[config.mk]
export PLATFORM = sky130hd
export DESIGN_NAME = ram_copy_dma_flat
export DESIGN_NICKNAME = d
export VERILOG_FILES = /design/src/rtl/ram_pkg.sv /design/src/rtl/ram_copy_dma_if.sv /design/src/rtl/ram_copy_dma.sv /design/src/flat_wrapper.sv
export SDC_FILE = /design/constraint.sdc
export NUM_CORES = 1
export LEC_CHECK = 0
export CORE_UTILIZATION = 61
export CTS_CLUSTER_SIZE = 25
export DETAILED_ROUTE_END_ITERATION = 6
export DONT_BUFFER_PORTS = 1
export PLACE_DENSITY = 0.77
export SETUP_SLACK_MARGIN = 0.02
export SKIP_LAST_GASP = 1
export SLEW_MARGIN = 20
export SYNTH_ARGS = -nofsm -noshare
export SYNTH_HDL_FRONTEND = slang
export SYNTH_SLANG_ARGS = --single-unit
[constraint.sdc]
create_clock -name clk -period 4.6 [get_ports clk]
set_clock_uncertainty 0.1 [all_clocks]
set_input_delay 0.46 -clock clk [delete_from_list [all_inputs] [get_ports clk]]
set_output_delay 0.46 -clock clk [all_outputs]
set_load 0.01 [all_outputs]
[src/rtl/ram_pkg.sv]
// Shared definitions for the RAM-to-RAM copy engine: bus widths and FSM state encoding.
package ram_pkg;

  localparam int ADDR_W = 33;
  localparam int DATA_W = 16;
  localparam int LEN_W  = 16;

  typedef enum logic [2:0] {
    ST_IDLE  = 3'd0,
    ST_READ  = 3'd1,
    ST_WRITE = 3'd2,
    ST_CHECK = 3'd3,
    ST_DONE  = 3'd4
  } state_t;

endpackage

[src/rtl/ram_copy_dma_if.sv]
// Control and RAM-port bundle of the copy engine; master is the engine, slave is its environment.
interface ram_copy_dma_if #(
  parameter int ADDR_W = ram_pkg::ADDR_W,
  parameter int DATA_W = ram_pkg::DATA_W,
  parameter int LEN_W  = ram_pkg::LEN_W
);

  logic              start;
  logic [ADDR_W-1:0] src_addr;
  logic [ADDR_W-1:0] dst_addr;
  logic [LEN_W-1:0]  len;
  logic              busy;
  logic              done;
  logic              err;
  logic [ADDR_W-1:0] err_addr;
  logic [LEN_W-1:0]  words_done;

  logic              ram_wr;
  logic [ADDR_W-1:0] ram_wr_addr;
  logic [DATA_W-1:0] ram_d_in;
  logic [ADDR_W-1:0] ram_rd_addr_a;
  logic [ADDR_W-1:0] ram_rd_addr_b;
  logic [DATA_W-1:0] ram_d_out_a;
  logic [DATA_W-1:0] ram_d_out_b;

  modport master (
    input  start, src_addr, dst_addr, len, ram_d_out_a, ram_d_out_b,
    output busy, done, err, err_addr, words_done,
           ram_wr, ram_wr_addr, ram_d_in, ram_rd_addr_a, ram_rd_addr_b
  );

  modport slave (
    output start, src_addr, dst_addr, len, ram_d_out_a, ram_d_out_b,
    input  busy, done, err, err_addr, words_done,
           ram_wr, ram_wr_addr, ram_d_in, ram_rd_addr_a, ram_rd_addr_b
  );

endinterface

[src/rtl/ram_copy_dma.sv]
// Copies len words from src to dst one at a time, reading each back after writing it and
// aborting on the first verify mismatch. All outputs are registers.
module ram_copy_dma #(
  parameter int ADDR_W = ram_pkg::ADDR_W,
  parameter int DATA_W = ram_pkg::DATA_W
) (
  input  logic           clk,
  input  logic           reset,
  ram_copy_dma_if.master bus
);
  import ram_pkg::*;

  state_t            r_state;
  logic [ADDR_W-1:0] r_src;
  logic [ADDR_W-1:0] r_dst;
  logic [LEN_W-1:0]  r_len;
  logic [LEN_W-1:0]  r_idx;
  logic [DATA_W-1:0] r_data;
  logic              r_busy;
  logic              r_done;
  logic              r_err;
  logic [ADDR_W-1:0] r_err_addr;
  logic              r_wr;
  logic [ADDR_W-1:0] r_wr_addr;
  logic [ADDR_W-1:0] r_rd_addr_a;
  logic [ADDR_W-1:0] r_rd_addr_b;

  logic [LEN_W-1:0]  w_idx_next;
  logic              w_match;
  logic              w_last;

  // Word address base+idx, wrapping modulo 2^ADDR_W.
  function automatic logic [ADDR_W-1:0] f_offset(input logic [ADDR_W-1:0] base,
                                                 input logic [LEN_W-1:0]  idx);
    return base + ADDR_W'(idx);
  endfunction

  assign w_idx_next = r_idx + LEN_W'(1'b1);
  assign w_match    = (bus.ram_d_out_b == r_data);
  assign w_last     = (w_idx_next == r_len);

  // Copy sequencer: one READ/WRITE/CHECK round per word, then a single DONE cycle.
  always_ff @(posedge clk or negedge reset) begin
    if (!reset) begin
      r_state     <= ST_IDLE;
      r_src       <= '0;
      r_dst       <= '0;
      r_len       <= '0;
      r_idx       <= '0;
      r_data      <= '0;
      r_busy      <= 1'b0;
      r_done      <= 1'b0;
      r_err       <= 1'b0;
      r_err_addr  <= '0;
      r_wr        <= 1'b0;
      r_wr_addr   <= '0;
      r_rd_addr_a <= '0;
      r_rd_addr_b <= '0;
    end else begin
      r_done <= 1'b0;
      r_wr   <= 1'b0;
      case (r_state)
        ST_IDLE: begin
          if (bus.start) begin
            r_src      <= bus.src_addr;
            r_dst      <= bus.dst_addr;
            r_len      <= bus.len;
            r_idx      <= '0;
            r_err      <= 1'b0;
            r_err_addr <= '0;
            r_busy     <= 1'b1;
            if (bus.len != '0) begin
              r_state     <= ST_READ;
              r_rd_addr_a <= bus.src_addr;
            end else begin
              r_state <= ST_DONE;
              r_done  <= 1'b1;
            end
          end else begin
            r_state <= ST_IDLE;
          end
        end
        ST_READ: begin
          r_data    <= bus.ram_d_out_a;
          r_wr      <= 1'b1;
          r_wr_addr <= f_offset(r_dst, r_idx);
          r_state   <= ST_WRITE;
        end
        ST_WRITE: begin
          r_rd_addr_b <= f_offset(r_dst, r_idx);
          r_state     <= ST_CHECK;
        end
        ST_CHECK: begin
          // idx doubles as the verified-word count reported on words_done.
          if (w_match) begin
            r_idx <= w_idx_next;
            if (w_last) begin
              r_state <= ST_DONE;
              r_done  <= 1'b1;
            end else begin
              r_state     <= ST_READ;
              r_rd_addr_a <= f_offset(r_src, w_idx_next);
            end
          end else begin
            r_err      <= 1'b1;
            r_err_addr <= r_rd_addr_b;
            r_state    <= ST_DONE;
            r_done     <= 1'b1;
          end
        end
        ST_DONE: begin
          r_busy  <= 1'b0;
          r_state <= ST_IDLE;
        end
        default: begin
          r_busy  <= 1'b0;
          r_state <= ST_IDLE;
        end
      endcase
    end
  end

  assign bus.busy          = r_busy;
  assign bus.done          = r_done;
  assign bus.err           = r_err;
  assign bus.err_addr      = r_err_addr;
  assign bus.words_done    = r_idx;
  assign bus.ram_wr        = r_wr;
  assign bus.ram_wr_addr   = r_wr_addr;
  assign bus.ram_d_in      = r_data;
  assign bus.ram_rd_addr_a = r_rd_addr_a;
  assign bus.ram_rd_addr_b = r_rd_addr_b;

endmodule

[src/flat_wrapper.sv]
// flat-port wrapper written by rule: the top's interface ports become plain ports
module ram_copy_dma_flat import ram_pkg::*;
#(
  parameter int ADDR_W = ram_pkg::ADDR_W,
  parameter int DATA_W = ram_pkg::DATA_W
)
  (clk, reset, bus_start, bus_src_addr, bus_dst_addr, bus_len, bus_ram_d_out_a, bus_ram_d_out_b, bus_busy, bus_done, bus_err, bus_err_addr, bus_words_done, bus_ram_wr, bus_ram_wr_addr, bus_ram_d_in, bus_ram_rd_addr_a, bus_ram_rd_addr_b);
  ram_copy_dma_if #(.ADDR_W(ADDR_W), .DATA_W(DATA_W)) bus_i ();
  input  logic clk;
  input  logic reset;
  input wire logic [$bits(bus_i.start)-1:0] bus_start;
  input wire logic [$bits(bus_i.src_addr)-1:0] bus_src_addr;
  input wire logic [$bits(bus_i.dst_addr)-1:0] bus_dst_addr;
  input wire logic [$bits(bus_i.len)-1:0] bus_len;
  input wire logic [$bits(bus_i.ram_d_out_a)-1:0] bus_ram_d_out_a;
  input wire logic [$bits(bus_i.ram_d_out_b)-1:0] bus_ram_d_out_b;
  output wire logic [$bits(bus_i.busy)-1:0] bus_busy;
  output wire logic [$bits(bus_i.done)-1:0] bus_done;
  output wire logic [$bits(bus_i.err)-1:0] bus_err;
  output wire logic [$bits(bus_i.err_addr)-1:0] bus_err_addr;
  output wire logic [$bits(bus_i.words_done)-1:0] bus_words_done;
  output wire logic [$bits(bus_i.ram_wr)-1:0] bus_ram_wr;
  output wire logic [$bits(bus_i.ram_wr_addr)-1:0] bus_ram_wr_addr;
  output wire logic [$bits(bus_i.ram_d_in)-1:0] bus_ram_d_in;
  output wire logic [$bits(bus_i.ram_rd_addr_a)-1:0] bus_ram_rd_addr_a;
  output wire logic [$bits(bus_i.ram_rd_addr_b)-1:0] bus_ram_rd_addr_b;
  assign bus_i.start = bus_start;
  assign bus_i.src_addr = bus_src_addr;
  assign bus_i.dst_addr = bus_dst_addr;
  assign bus_i.len = bus_len;
  assign bus_i.ram_d_out_a = bus_ram_d_out_a;
  assign bus_i.ram_d_out_b = bus_ram_d_out_b;
  assign bus_busy = bus_i.busy;
  assign bus_done = bus_i.done;
  assign bus_err = bus_i.err;
  assign bus_err_addr = bus_i.err_addr;
  assign bus_words_done = bus_i.words_done;
  assign bus_ram_wr = bus_i.ram_wr;
  assign bus_ram_wr_addr = bus_i.ram_wr_addr;
  assign bus_ram_d_in = bus_i.ram_d_in;
  assign bus_ram_rd_addr_a = bus_i.ram_rd_addr_a;
  assign bus_ram_rd_addr_b = bus_i.ram_rd_addr_b;
  ram_copy_dma #(.ADDR_W(ADDR_W), .DATA_W(DATA_W)) u_core (.clk(clk), .reset(reset), .bus(bus_i));
endmodule
==> summary.txt, run 1 <==
Outcome
  • Status: finished, violations left
  • Violated checks: hold timing

Finish
  • Fillers: 1463
  • Footprint of the multi-input gates: 0.006001 mm2
  • Area grow syn2layout: 16.37%
  • Commonest non-fill, non-tap cell in the layout: dfrtp_1
  • Share of cells above drive strength 1: 12.00%
  • Seq. cell area: 0.006331 mm2
  • Fin nets: 1516
  • Most frequent cells in the layout: 253 x dfrtp_1, 204 x nand2_1, 106 x nand3_1

Critical path
  • Critical-path cell list: ha_1 > nand3_1 > xor2_1 > inv_1 > ha_1 > o211ai_1 > o21ai_0 > o2111ai_1 > a211o_1 > a211o_1 > a21boi_0 > xnor2_1 > a21oi_1 > mux2_4
  • R2R cell count: 14
  • Worst EP arrival: 4510 ps
  • Crit Path Max Fanout: 8
  • WP depth: 14
  • Setup crit end: u_core.bus.ram_rd_addr_a[29]
  • CP required: 4930 ps
  • Critical R2R Launch: u_core.bus.words_done[0]
  • Critical Path Max Stage Delay: 560 ps
  • Top Family by Delay on Critical Path: compound AO/OA/AOI/OAI gates
  • Setup CP Type: reg2reg
  • CP Capture Type: flip-flop
  • Crit path buf inv count: 1
  • CP max-delay cell: dfrtp_1
  • Nature of the critical path startpoint: flip-flop
  • Reg2reg end: u_core.bus.ram_rd_addr_a[29]
  • Crit path from: u_core.bus.words_done[0]
  • Worst reg2reg setup slack: 420 ps

Placement
  • Pre-CTS setup slack: 542.3 ps
  • # port buffers: 0
  • HPWL Detailed: 22310 um
  • Gpl congestion: 0.9022

Synth
  • Number of synthesized flops with an enable pin: 0
  • Synth Instances: 1287
  • Fraction of registers with async set/reset: 100.0%
  • Yosys top cell area share: 49.74%
  • Top FF cell, synth: dfrtp_1
  • Avg Cell Area, Syn: 9.889 um2
  • Synthesized area: 0.01273 mm2
  • Mapped Nets: 1441
  • Yosys top cell by area: dfrtp_1
  • Area contributors post-synth: dfrtp_1 50%, mux2_2 7.7%, nand2_1 6.1%, nand3_1 4.2%, xor2_1 4.0%
  • Seq/Total Area, Yosys: 49.74%
  • Post-synth cell types: 59
  • YS warnings: 0
  • FF+latch count, synth: 253

Global route
  • Largest net degree at the start of global routing: 254
  • Vias in the first global route: 10020
  • Initial antenna violation count: 2
  • GRT Residual Overflow: 0
  • Gr usage total: 31.59%
  • First-pass GRT wire length: 53580 um

STA
  • Endpoints failing setup: 0
  • Hold slack: -484.7 ps
  • Max_slew headroom: 28.91%
  • Crit path time final: 4180 ps
  • FMAX: 239.2 MHz
  • Period utilisation layout: 90.87%
  • RSZ-0062 raised after global routing: no
  • Final Slew Violations: 0
  • Setup TNS: 0 ps
  • Worst setup margin: 419.8 ps
  • Worst-margin pin slew: 1062 ps
  • Hold Vio Cnt, Final: 253

Routing
  • Vias per cell: 5.947
  • Drt pass-1 iters: 5
  • 1st-iter DRT viols: 461
  • Drt total wl: 33270 um
  • Remaining DRCs: 0
  • DR WL/cell: 20.10 um
  • Antenna viol nets, final: 0
  • DR vias: 9843

Pwr
  • Power per cell area: 660.3 mW/mm2
  • Worst IR drop on VDD: 0.3433 mV
  • Pleak: 6.785 nW

Clocking
  • Sink Count: 253
  • Post-CTS sizing: 0
  • CTS clock-pin slew for the worst setup and hold paths: 70 ps
  • Postcts setup bufs: 0
  • Clock root buffer master: clkbuf_16
  • H-tree levels: 1
  • CTS hold repair buffers: 99
  • Total CTS buffers: 27
  • CTS tree: yes
  • Worst-Skew Late Latency: 550 ps
  • Clk buf depth: 3

Floorplanning
  • Die area: 0.02145 mm2
  • Ports: 285
  • Starting density of the core: 62.50%
  • Die height: 146.4 um
  • Die span in x: 146.4 um
  • Rows: 52
  • Core area: 0.02036 mm2

Run
  • Max-Cap Viols: 0

Worst hold path
  • Hold Crit Class: in2async
kinds of logic after synthesis:
| logic type | count (synthesis) | share of synthesized area, % |
|---|---|---|
| compound gates | 225 | 10.24 |
| xor+xnor | 105 | 7.226 |
| fa+ha+maj | 37 | 3.755 |
| buf+inv | 100 | 3.293 |
| flops | 253 | 49.74 |
| mux | 96 | 8.681 |
| simple gates | 471 | 17.06 |
where the power goes:
group / switching [W] / total, W / internal (W)
clock: 0.000915 / 0.00222 / 0.00131
combinational: 0.00167 / 0.00304 / 0.00137
sequential: 0.00126 / 0.00451 / 0.00325
layer usage:
layer	track usage [%]	vias up	wire length, um
met5	0	-	0
met4	10.73	0	1009
met3	8.344	73	2546
met2	52.95	368	16080
met1	39.72	4791	13640
li1	-	4611	-
cell type report:
class / count / area share [%]
clock inverters: 13 / 0.9039
well taps: 270 / 2.281
multi-input cells: 934 / 40.52
diodes: 2 / 0.03379
inverters: 34 / 0.8617
repair buffers: 112 / 7.367
clock buffers: 37 / 5.288
flip-flops and latches: 253 / 42.75
synth_stat cells, types with 14 or more instances:
cell,n
a21oi_1,60
and3_1,14
clkbuf_1,47
dfrtp_1,253
ha_1,35
inv_1,33
mux2_2,87
nand2_1,207
nand2b_1,16
nand3_1,106
nor2_1,60
nor3_1,17
o21ai_0,96
xnor2_1,47
xor2_1,58
worst min-delay path by stage:
stage | startpoint | endpoint | slack, ps | cells after the start
2_1_floorplan | reset | u_core.bus.busy | 60 | 0
3_3_place_gp | reset | u_core.r_src[6] | 70 | 0
3_5_place_dp | reset | u_core.bus.ram_rd_addr_a[6] | 70 | 0
4_1_cts | reset | u_core.bus.words_done[5] | -500 | 0
5_1_grt | reset | u_core.bus.ram_rd_addr_a[6] | -500 | 0
6_report | reset | u_core.bus.ram_rd_addr_a[7] | -480 | 0
stage by stage:
step	util, %	cells	cell area (um2)	power (W)
3_5_place_dp	63.24	1503	12880	0.007464
4_1_cts	72.61	1652	14790	0.009773
5_1_grt	72.71	1654	14810	0.01040
6_report	72.73	1655	14810	0.009779
3_3_place_gp	63.24	1503	12880	0.007330
2_1_floorplan	-	1287	12730	0.006602
worst register-to-register path: stages (launching register included):
cell and delay, ps:
dfrtp_1 560, ha_1 290, nand3_1 110, xor2_1 270
inv_1 70, ha_1 350, o211ai_1 100, o21ai_0 440
o2111ai_1 310, a211o_1 400, a211o_1 350, a21boi_0 210
xnor2_1 140, a21oi_1 80, mux2_4 270
registers in the layout (all words and copies together) (netlist names):
signal / flops
u_core.bus.err_addr: 33
u_core.bus.ram_rd_addr_a: 33
u_core.bus.ram_rd_addr_b: 33
u_core.bus.ram_wr_addr: 33
u_core.r_dst: 33
u_core.r_src: 33
u_core.bus.ram_d_in: 16
u_core.bus.words_done: 16
u_core.r_len: 16
u_core.r_state: 3
u_core.bus.busy: 1
u_core.bus.done: 1
u_core.bus.err: 1
u_core.bus.ram_wr: 1
No activity file was read; power rests on OpenSTA's default activity.
==> inputs of run 2 (changes only) <==
--- a/config.mk
+++ b/config.mk
@@ -5,11 +5,12 @@
 export SDC_FILE = /design/constraint.sdc
 export NUM_CORES = 1
 export LEC_CHECK = 0
-export CORE_UTILIZATION = 61
+export ABC_CLOCK_PERIOD_IN_PS = 4600
+export CORE_UTILIZATION = 25
 export CTS_CLUSTER_SIZE = 25
 export DETAILED_ROUTE_END_ITERATION = 6
 export DONT_BUFFER_PORTS = 1
-export PLACE_DENSITY = 0.77
+export HOLD_SLACK_MARGIN = 0.03
 export SETUP_SLACK_MARGIN = 0.02
 export SKIP_LAST_GASP = 1
 export SLEW_MARGIN = 20
==> run 2 against run 1 <==
The run still ends with hold timing left. Worst hold slack worse by 20 ps. Global-route usage fell by 17 points. Via count down 0.64%. Critical path depth shrank 3. Routed wire length rose by 19%. Design area is 4.2% higher. Flip-flop and latch count is the same. Register-to-register slack gained 30 ps. Combinational power rose by 3%. Critical path type unchanged.
==> summary.txt, run 2 (synthesis results as in run 1) <==
Outcome
  • Status: finished, violations left
  • Violated checks: hold timing

Placement
  • Gpl congestion: 0.8574 (-5.0%)
  • # placed instances: 1918 (+28%)
  • # port buffers: 0 (unchanged)
  • HPWL Detailed: 28470 um (+28%)

Critical path
  • Setup CP Type: reg2reg
  • Critical Path Max Stage Delay: 640 ps (+80 ps)
  • CP max-delay cell: dfrtp_1
  • WP depth: 11 (-3)
  • Reg2reg end: u_core.bus.ram_rd_addr_a[30]
  • CP Capture Type: flip-flop
  • Worst reg2reg setup slack: 450 ps (+30 ps)
  • Top Family by Delay on Critical Path: simple AND/OR/NAND/NOR gates
  • CP required: 4940 ps (about the same)
  • Crit Path Max Fanout: 8 (unchanged)
  • Worst EP arrival: 4500 ps (about the same)
  • R2R cell count: 11 (-3)
  • Nature of the critical path startpoint: flip-flop
  • Crit path buf inv count: 1 (unchanged)
  • Critical-path cell list: nand4_1 > nor4_1 > xnor2_1 > inv_1 > ha_1 > nand2_1 > or3_1 > o21ai_1 > mux2i_1 > nand3_1 > mux2_4
  • Critical R2R Launch: u_core.bus.words_done[10]

Clocking
  • Sink Count: 253 (unchanged)
  • Clock root buffer master: clkbuf_16
  • Worst-Skew Late Latency: 560 ps (about the same)
  • Clk buf depth: 3 (unchanged)
  • Total CTS buffers: 29 (+7.4%)
  • CTS clock-pin slew for the worst setup and hold paths: 60 ps (about the same)
  • H-tree levels: 1 (unchanged)
  • CTS hold repair buffers: 99 (unchanged)
  • CTS tree: yes

Floorplanning
  • Rows: 82 (+58%)
  • Die height: 227.6 um (+55%)
  • Die span in x: 227.6 um (+55%)
  • Core area: 0.05017 mm2 (+150%)
  • Starting density of the core: 25.37% (-37 points)
  • Ports: 285 (unchanged)
  • Die area: 0.05182 mm2 (+140%)

STA
  • Max_slew headroom: 31.29% (+2.4 points)
  • Endpoints failing setup: 0 (unchanged)
  • FMAX: 240.7 MHz (+0.61%)
  • Final Slew Violations: 0 (unchanged)
  • Worst-margin pin slew: 1026 ps (-35.55 ps)
  • RSZ-0062 raised after global routing: no
  • Crit path time final: 4155 ps (-25.48 ps)
  • Hold Vio Cnt, Final: 253 (unchanged)
  • Period utilisation layout: 90.32% (-0.55 points)
  • Setup TNS: 0 ps (unchanged)
  • Hold slack: -505.0 ps (-20.35 ps)

Global route
  • Initial antenna violation count: 3 (+1)
  • Gr usage total: 14.79% (-17 points)
  • Vias in the first global route: 9757 (-2.6%)
  • GRT Residual Overflow: 0 (unchanged)
  • First-pass GRT wire length: 58620 um (+9.4%)
  • Largest net degree at the start of global routing: 254 (unchanged)

Finish
  • Area grow syn2layout: 21.23%
  • Fin nets: 1530 (+0.92%)
  • Share of cells above drive strength 1: 12.88% (+0.87 points)
  • Most frequent cells in the layout: 253 x dfrtp_1, 204 x nand2_1, 106 x nand3_1
  • Final standard cell utilization of the core: 30.75% (-42 points)
  • Commonest non-fill, non-tap cell in the layout: dfrtp_1
  • Finished Layout Cells: 2072 (+25%)
  • Fillers: 5094 (+250%)

Routing
  • DR WL/cell: 19.17 um (-4.7%)
  • Remaining DRCs: 0 (unchanged)
  • 1st-iter DRT viols: 540 (+17%)
  • Drt pass-1 iters: 5 (unchanged)
  • Antenna viol nets, final: 0 (unchanged)
  • Vias per cell: 4.720 (-21%)
  • Drt total wl: 39710 um (+19%)
  • DR vias: 9780 (-0.64%)

Pwr
  • Worst IR drop on VDD: 0.2308 mV (-33%)
  • Power after layout: 0.01001 W (+2.4%)
  • Pleak: 6.866 nW (+1.2%)
  • Power per cell area: 648.7 mW/mm2 (-1.8%)

Worst hold path
  • Hold Crit Class: in2async

Run
  • Max-Cap Viols: 0 (unchanged)
==> run 2: through the flow <==
step                setup slack, ps  cell area (um2)
CTS                           472.1            15420
floorplan                     949.1            12730
global placement              569.4            13480
detailed placement            504.2            13480
global route                  21.12            15430
finish                        445.3            15430
==> run 2: what timing repair did <==
item	in CTS	in global routing
gates resized for setup	0	0
buffers inserted	0	0
setup endpoints to repair	0	0
endpoints found under the hold margin	378	253
==> run 2: layer usage <==
layer	track usage (%)	up-vias	wire, um
met3	4.538	75	3364
li1	-	4642	-
met4	5.954	2	1474
met1	18.18	4753	16660
met2	24.06	308	18200
met5	0	-	13
==> run 2: layout make-up <==
class	instances	area [um2]	area share (%)
Antenna cell	2	5.005	0.03244
Tap cell	672	840.8	5.449
Multi-Input combinational cell	934	5992	38.83
Timing Repair Buffer	124	1179	7.639
Clock inverter	13	127.6	0.8271
Inverter	34	127.6	0.8271
Sequential cell	253	6331	41.03
Clock buffer	40	827.0	5.360
==> run 2: worst max-delay path by stage <==
stage | start | end | slack [ps]
floorplan | u_core.bus.words_done[2] | u_core.bus.ram_rd_addr_a[29] | 950
detailed placement | u_core.bus.words_done[10] | u_core.bus.ram_rd_addr_a[30] | 500
global placement | u_core.bus.words_done[1] | u_core.bus.ram_rd_addr_a[29] | 570
CTS | u_core.bus.words_done[1] | u_core.bus.ram_rd_addr_a[29] | 470
finish | u_core.bus.words_done[10] | u_core.bus.ram_rd_addr_a[30] | 450
global route | u_core.bus.words_done[1] | u_core.bus.ram_rd_addr_a[29] | 20
==> run 2: power breakdown <==
| group | switching (W) | internal, W |
|---|---|---|
| logic | 0.00173 | 0.00138 |
| registers | 0.00130 | 0.00325 |
| clock network | 0.000973 | 0.00137 |
| total | 0.00401 | 0.00600 |
==> inputs of run 3 (changes only) <==
--- a/config.mk
+++ b/config.mk
@@ -12,7 +12,6 @@
 export DONT_BUFFER_PORTS = 1
 export HOLD_SLACK_MARGIN = 0.03
 export SETUP_SLACK_MARGIN = 0.02
-export SKIP_LAST_GASP = 1
 export SLEW_MARGIN = 20
 export SYNTH_ARGS = -nofsm -noshare
 export SYNTH_HDL_FRONTEND = slang
==> results of run 3 <==
No change in the layout: final DEF, timing and power equal those of run 2.
